### src/rtl/hilo_muldiv_if.sv
// Request/response bundle between the core and the HI/LO multiply/divide unit.
interface hilo_muldiv_if;
    localparam int unsigned W = 32;

    logic         start;
    logic [3:0]   op;
    logic [W-1:0] op1;
    logic [W-1:0] op2;
    logic         mthi;
    logic         mtlo;
    logic [W-1:0] wdata;
    logic         busy;
    logic         done;
    logic [W-1:0] hi;
    logic [W-1:0] lo;

    modport master (
        output start, op, op1, op2, mthi, mtlo, wdata,
        input  busy, done, hi, lo
    );

    modport slave (
        input  start, op, op1, op2, mthi, mtlo, wdata,
        output busy, done, hi, lo
    );
endinterface

### src/rtl/hilo_muldiv.sv
// Iterative 32-cycle multiply/divide unit that owns the HI/LO pair.
// Magnitudes are processed unsigned; signs are restored in a single FIXUP cycle.
module hilo_muldiv (
    input  logic         clk,
    input  logic         rst_n,
    hilo_muldiv_if.slave bus
);
    localparam int unsigned W  = 32;
    localparam int unsigned CW = 5;

    localparam logic [3:0] OP_MULT  = 4'b0000;
    localparam logic [3:0] OP_MULTU = 4'b1001;
    localparam logic [3:0] OP_DIV   = 4'b1101;
    localparam logic [3:0] OP_DIVU  = 4'b1100;

    typedef enum logic [1:0] {IDLE, MUL, DIV, FIXUP} state_t;

    state_t         state, state_n;
    logic [CW-1:0]  cnt;
    logic [2*W-1:0] acc;       // mul: {partial, multiplier}; div: {remainder, quotient}
    logic [W-1:0]   opb;       // multiplicand or divisor magnitude
    logic [W-1:0]   op1_raw;
    logic           is_div, neg_res, neg_rem, div_zero;
    logic [W-1:0]   hi_q, lo_q;
    logic           busy_q, done_q;

    logic           op_valid_c, is_mul_op_c, signed_op_c, go_c;
    logic           s1_c, s2_c;
    logic [W-1:0]   mag1_c, mag2_c;
    logic [W:0]     mul_sum_c;
    logic [W:0]     div_shift_c;
    logic [W+1:0]   div_diff_c;
    logic [2*W-1:0] prod_c;
    logic [W-1:0]   quo_c, rem_c;
    logic [W-1:0]   fix_hi_c, fix_lo_c;

    // Opcode decode and operand magnitude capture
    always_comb begin
        op_valid_c  = 1'b0;
        is_mul_op_c = 1'b0;
        signed_op_c = 1'b0;
        case (bus.op)
            OP_MULT:  begin op_valid_c = 1'b1; is_mul_op_c = 1'b1; signed_op_c = 1'b1; end
            OP_MULTU: begin op_valid_c = 1'b1; is_mul_op_c = 1'b1; end
            OP_DIV:   begin op_valid_c = 1'b1; signed_op_c = 1'b1; end
            OP_DIVU:  begin op_valid_c = 1'b1; end
            default:  ;
        endcase
        go_c   = bus.start && op_valid_c;
        s1_c   = signed_op_c && bus.op1[W-1];
        s2_c   = signed_op_c && bus.op2[W-1];
        mag1_c = s1_c ? W'(-bus.op1) : bus.op1;
        mag2_c = s2_c ? W'(-bus.op2) : bus.op2;
    end

    // One shift-add step and one restoring-division step
    always_comb begin
        mul_sum_c   = {1'b0, acc[2*W-1:W]} + (acc[0] ? {1'b0, opb} : (W+1)'(0));
        div_shift_c = {acc[2*W-1:W], acc[W-1]};
        div_diff_c  = {1'b0, div_shift_c} - {2'b00, opb};
    end

    // Sign correction and divide-by-zero override applied at FIXUP
    always_comb begin
        prod_c   = neg_res ? (2*W)'(-acc) : acc;
        quo_c    = neg_res ? W'(-acc[W-1:0]) : acc[W-1:0];
        rem_c    = neg_rem ? W'(-acc[2*W-1:W]) : acc[2*W-1:W];
        fix_hi_c = prod_c[2*W-1:W];
        fix_lo_c = prod_c[W-1:0];
        if (is_div) begin
            if (div_zero) begin
                fix_hi_c = op1_raw;
                fix_lo_c = '1;
            end else begin
                fix_hi_c = rem_c;
                fix_lo_c = quo_c;
            end
        end
    end

    // Next-state logic
    always_comb begin
        state_n = state;
        case (state)
            IDLE:     if (go_c) state_n = is_mul_op_c ? MUL : DIV;
            MUL, DIV: if (cnt == CW'(W-1)) state_n = FIXUP;
            FIXUP:    state_n = IDLE;
            default:  state_n = IDLE;
        endcase
    end

    always_ff @(posedge clk or negedge rst_n) begin
        if (!rst_n) state <= IDLE;
        else        state <= state_n;
    end

    // Datapath, HI/LO and handshake registers
    always_ff @(posedge clk or negedge rst_n) begin
        if (!rst_n) begin
            cnt      <= '0;
            acc      <= '0;
            opb      <= '0;
            op1_raw  <= '0;
            is_div   <= 1'b0;
            neg_res  <= 1'b0;
            neg_rem  <= 1'b0;
            div_zero <= 1'b0;
            hi_q     <= '0;
            lo_q     <= '0;
            busy_q   <= 1'b0;
            done_q   <= 1'b0;
        end else begin
            busy_q <= (state_n != IDLE);
            done_q <= (state == FIXUP);
            case (state)
                IDLE: begin
                    if (go_c) begin
                        cnt      <= '0;
                        acc      <= {W'(0), mag1_c};
                        opb      <= mag2_c;
                        op1_raw  <= bus.op1;
                        is_div   <= !is_mul_op_c;
                        neg_res  <= s1_c ^ s2_c;
                        neg_rem  <= s1_c;
                        div_zero <= !is_mul_op_c && (bus.op2 == W'(0));
                    end else begin
                        if (bus.mthi) hi_q <= bus.wdata;
                        if (bus.mtlo) lo_q <= bus.wdata;
                    end
                end
                MUL: begin
                    acc <= {mul_sum_c, acc[W-1:1]};
                    cnt <= cnt + CW'(1);
                end
                DIV: begin
                    if (!div_diff_c[W+1]) acc <= {div_diff_c[W-1:0], acc[W-2:0], 1'b1};
                    else                  acc <= {div_shift_c[W-1:0], acc[W-2:0], 1'b0};
                    cnt <= cnt + CW'(1);
                end
                FIXUP: begin
                    hi_q <= fix_hi_c;
                    lo_q <= fix_lo_c;
                end
                default: ;
            endcase
        end
    end

    assign bus.busy = busy_q;
    assign bus.done = done_q;
    assign bus.hi   = hi_q;
    assign bus.lo   = lo_q;
endmodule

### src/flat_wrapper.sv
// flat-port wrapper written by rule: the top's interface ports become plain ports
module hilo_muldiv_flat 
  (clk, rst_n, bus_start, bus_op, bus_op1, bus_op2, bus_mthi, bus_mtlo, bus_wdata, bus_busy, bus_done, bus_hi, bus_lo);
  hilo_muldiv_if bus_i ();
  input  logic clk;
  input  logic rst_n;
  input wire logic [$bits(bus_i.start)-1:0] bus_start;
  input wire logic [$bits(bus_i.op)-1:0] bus_op;
  input wire logic [$bits(bus_i.op1)-1:0] bus_op1;
  input wire logic [$bits(bus_i.op2)-1:0] bus_op2;
  input wire logic [$bits(bus_i.mthi)-1:0] bus_mthi;
  input wire logic [$bits(bus_i.mtlo)-1:0] bus_mtlo;
  input wire logic [$bits(bus_i.wdata)-1:0] bus_wdata;
  output wire logic [$bits(bus_i.busy)-1:0] bus_busy;
  output wire logic [$bits(bus_i.done)-1:0] bus_done;
  output wire logic [$bits(bus_i.hi)-1:0] bus_hi;
  output wire logic [$bits(bus_i.lo)-1:0] bus_lo;
  assign bus_i.start = bus_start;
  assign bus_i.op = bus_op;
  assign bus_i.op1 = bus_op1;
  assign bus_i.op2 = bus_op2;
  assign bus_i.mthi = bus_mthi;
  assign bus_i.mtlo = bus_mtlo;
  assign bus_i.wdata = bus_wdata;
  assign bus_busy = bus_i.busy;
  assign bus_done = bus_i.done;
  assign bus_hi = bus_i.hi;
  assign bus_lo = bus_i.lo;
  hilo_muldiv u_core (.clk(clk), .rst_n(rst_n), .bus(bus_i));
endmodule
### config.mk
export PLATFORM = sky130hd
export DESIGN_NAME = hilo_muldiv_flat
export DESIGN_NICKNAME = d
export VERILOG_FILES = /design/src/rtl/hilo_muldiv_if.sv /design/src/rtl/hilo_muldiv.sv /design/src/flat_wrapper.sv
export SDC_FILE = /design/constraint.sdc
export NUM_CORES = 1
export LEC_CHECK = 0
export ABC_AREA = 0
export CAP_MARGIN = 15
export CORE_MARGIN = 1
export CORE_UTILIZATION = 55
export DETAILED_ROUTE_END_ITERATION = 16
export PLACE_DENSITY_LB_ADDON = 0.05
export SLEW_MARGIN = 20
export SYNTH_ARGS = -nofsm -noshare
export SYNTH_HDL_FRONTEND = slang
export SYNTH_SLANG_ARGS = --single-unit
export TNS_END_PERCENT = 1
### constraint.sdc
create_clock -name clk -period 5.2 [get_ports clk]
set_input_delay 0.52 -clock clk [delete_from_list [all_inputs] [get_ports clk]]
set_output_delay 0.52 -clock clk [all_outputs]
set_load 0.1 [all_outputs]
==> out/results.tsv <==
metric	value	unit
status	finished, final reports clean	
Slew Viols, Final	0	
Clock Tree Buf Depth	3	
DRC viols	0	
count leader, synth	nand2_1	
initial antenna violation count	3	
FF-to-FF End	u_core.acc[57]	
Hold WC Path Type	input port to async pin	
post-CTS sizing	0	
CP Data Arrival Time	4.84	ns
RSZ-0062 raised after global routing	false	
synth cell count leaders	nand2_1, o21ai_0, dfrtp_1	
crit path capture	u_core.acc[57]	
Post-synth ARST share	100	%
TritonCTS clock tree	yes	
R2R depth	12	
maxcap violations	0	
initial core utilization	56.2	%
min cycle time layout	4.40	ns
measured slew at the worst slew-check pin	1.12	ns
Setup crit end kind	register	
gp weighted congestion	1.06	
CP max-delay cell	clkinv_1	
fin crit share	84.6	%
startpoint types	register	
core box area	0.0299	mm^2
Syn Area/Cell	7.98	um^2
Crit Path Max Fanout	33	
Final Hold Viols	0	
1st-iter DRT viols	2192	
synth warn	0	
H-tree depth	1	
CP peak stage delay	0.89	ns
Reg-to-Reg Start	u_core.acc[0]	
IO buf count	170	
WP buf/inv	1	
die height	177	um
Reg clk slew, reported paths	0.06	ns
Synth Net Count	2285	
Post-CTS Setup Bufs	0	
Seq cells post-synth	205	
Finished Core Util	65.1	%
vias in the first global route	16100	
post-detail-place hpwl	45.6	mm
CP cell instances	clkinv_1 > nor2_1 > ha_1 > a21oi_1 > nand2_1 > o211a_1 > a21boi_0 > o21ai_0 > a31oi_1 > a21oi_1 > xnor2_1 > o21ai_0	
Reg area	0.00513	mm^2
Hold Buf Count CTS	0	
Clock Sinks	205	
largest net degree at the start of global routing	90	
clock buffers created by TritonCTS	24	
vias per cell	6.66	
Peak Freq	0.227	GHz
die area	0.0312	mm^2
reg2reg setup slack	0.80	ns
max_slew headroom	25.2	%
total wire length	60.9	mm
WS Path Type	register to register	
proportion of layout cells with a drive suffix above 1	6.41	%
Nets	2364	
WL/cell	23.5	um
Post-synth top flop	dfrtp_1	
Synth top area share	30.6	%
Cell Area, Synth	0.0168	mm^2
Pwr Density	710	mW/mm^2
die span in x	177	um
Fin Setup TNS	0	ns
Final Setup Violations	0	
Inst Count DP	2546	
Seq/Total Area, Yosys	30.6	%
drt pass-1 iters	6	
Yosys top cell by area	dfrtp_1	
Post-DP Area	0.0186	mm^2
Post-synth EDFFs	0	
Final Non-Filler Cells	2590	
total power	13.8	mW
grt ovf	0	
Leakage Power	8.15	nW
critical path launch point	u_core.acc[0]	
Crit path max-delay family	compound AO/OA/AOI/OAI gates	
first-pass GRT wire length	93.6	mm
num rows	63	
Routed Antenna Nets	0	
Yosys cell types	84	
fillcell total	2614	
worst path required time	5.64	ns
Setup Skew	0.0165	ns
# IOs	171	
CTS Root Cell	clkbuf_16	
fin area	0.0194	mm^2
clk_lat worst skew	0.55	ns
worst vdd ir	0.486	mV
area occupied by multi-input gates	0.0108	mm^2
WP depth	12	
Gate Count Post-Synth	2103	
via count	17300	
synth-to-layout area growth	15.8	%
top cells by area, synth	dfrtp_1, o21ai_0, nand2_1, xnor2_1, ha_1	
Overall Global Routing Usage	38.9	%
-- area by class of cell --
cell class / count / share of cell area (%)
clock inverters: 12 / 1.00
flip-flops and latches: 205 / 26.4
multi-input cells: 1688 / 55.5
clock buffers: 31 / 3.44
inverters: 64 / 1.24
well taps: 390 / 2.51
diodes: 1 / 0.0129
repair buffers: 199 / 9.90
-- kinds of logic after synthesis --
group	count (synthesis)	share of synthesized area (%)
xor+xnor	173	9.02
flops	205	30.6
compound gates	705	26.9
fa+ha+maj	77	5.83
mux	57	3.68
buf+inv	210	5.38
simple gates	676	18.6
-- sequential cells by signal, summed over array words and instances (netlist names) --
name and cells:
u_core.acc 64, u_core.bus.hi 32, u_core.bus.lo 32, u_core.op1_raw 32, u_core.opb 32, u_core.cnt 5, u_core.state 2, u_core.bus.busy 1
u_core.bus.done 1, u_core.div_zero 1, u_core.is_div 1, u_core.neg_rem 1, u_core.neg_res 1
-- metrics by stage --
stage                     setup slack [ns]  hold slack (ns)
final                                0.802           0.0643
after global routing                 0.479            0.126
after CTS                             1.06           0.0967
after detailed placement              1.08            0.471
after global placement                1.22            0.463
after floorplan                       2.08            0.224
-- where the power goes --
group | total [mW] | internal, mW | switching (mW)
Combinational | 8.69 | 2.67 | 6.02
Clock | 1.89 | 1.15 | 0.734
Sequential | 3.21 | 2.29 | 0.926
Total | 13.8 | 6.12 | 7.68
-- routing by layer --
layer	GRT usage [%]	part of all wire, %
met1	56.5	44
met4	10.8	2.9
met2	56.4	42
met5	0	0
met3	10.1	12
-- worst min-delay path by stage --
stage                      start           endpoint  slack, ns  depth (start not counted)
2_1_floorplan              rst_n      u_core.acc[0]       0.22                          0
3_3_place_gp   u_core.bus.lo[22]  u_core.bus.lo[22]       0.46                          2
3_5_place_dp    u_core.bus.lo[8]   u_core.bus.lo[8]       0.47                          2
4_1_cts                    rst_n      u_core.opb[7]        0.1                          1
5_1_grt                    rst_n      u_core.opb[7]       0.13                          1
6_report                   rst_n      u_core.opb[7]       0.06                          1
-- cells in the final DEF (no fill, tap or decap), drive strengths merged, types with 6 or more instances in the layout --
cell type      instances
xnor2                112
o41ai                 19
a221o                 15
nand4                 11
xor2                  61
and3                  13
o21a                  11
o211ai                16
ha                    75
and2                   6
nor4                  17
or4                   14
nand2b                19
o21ai                226
or3                   28
nor2b                 13
o22ai                 36
clkdlybuf4s50        169
inv                   62
mux2i                 19
buf                   29
a21oi                140
dfrtp                205
a221oi                30
a21o                  30
mux2                  38
a211oi                20
o31ai                 46
a22oi                 16
nor3                  50
nand2                267
clkbuf                32
or2                    9
nand3                 37
o21bai                 6
nor2                 174
a21boi                 7
o221ai                20
a31oi                 25
No activity file was read; power rests on OpenSTA's default activity.
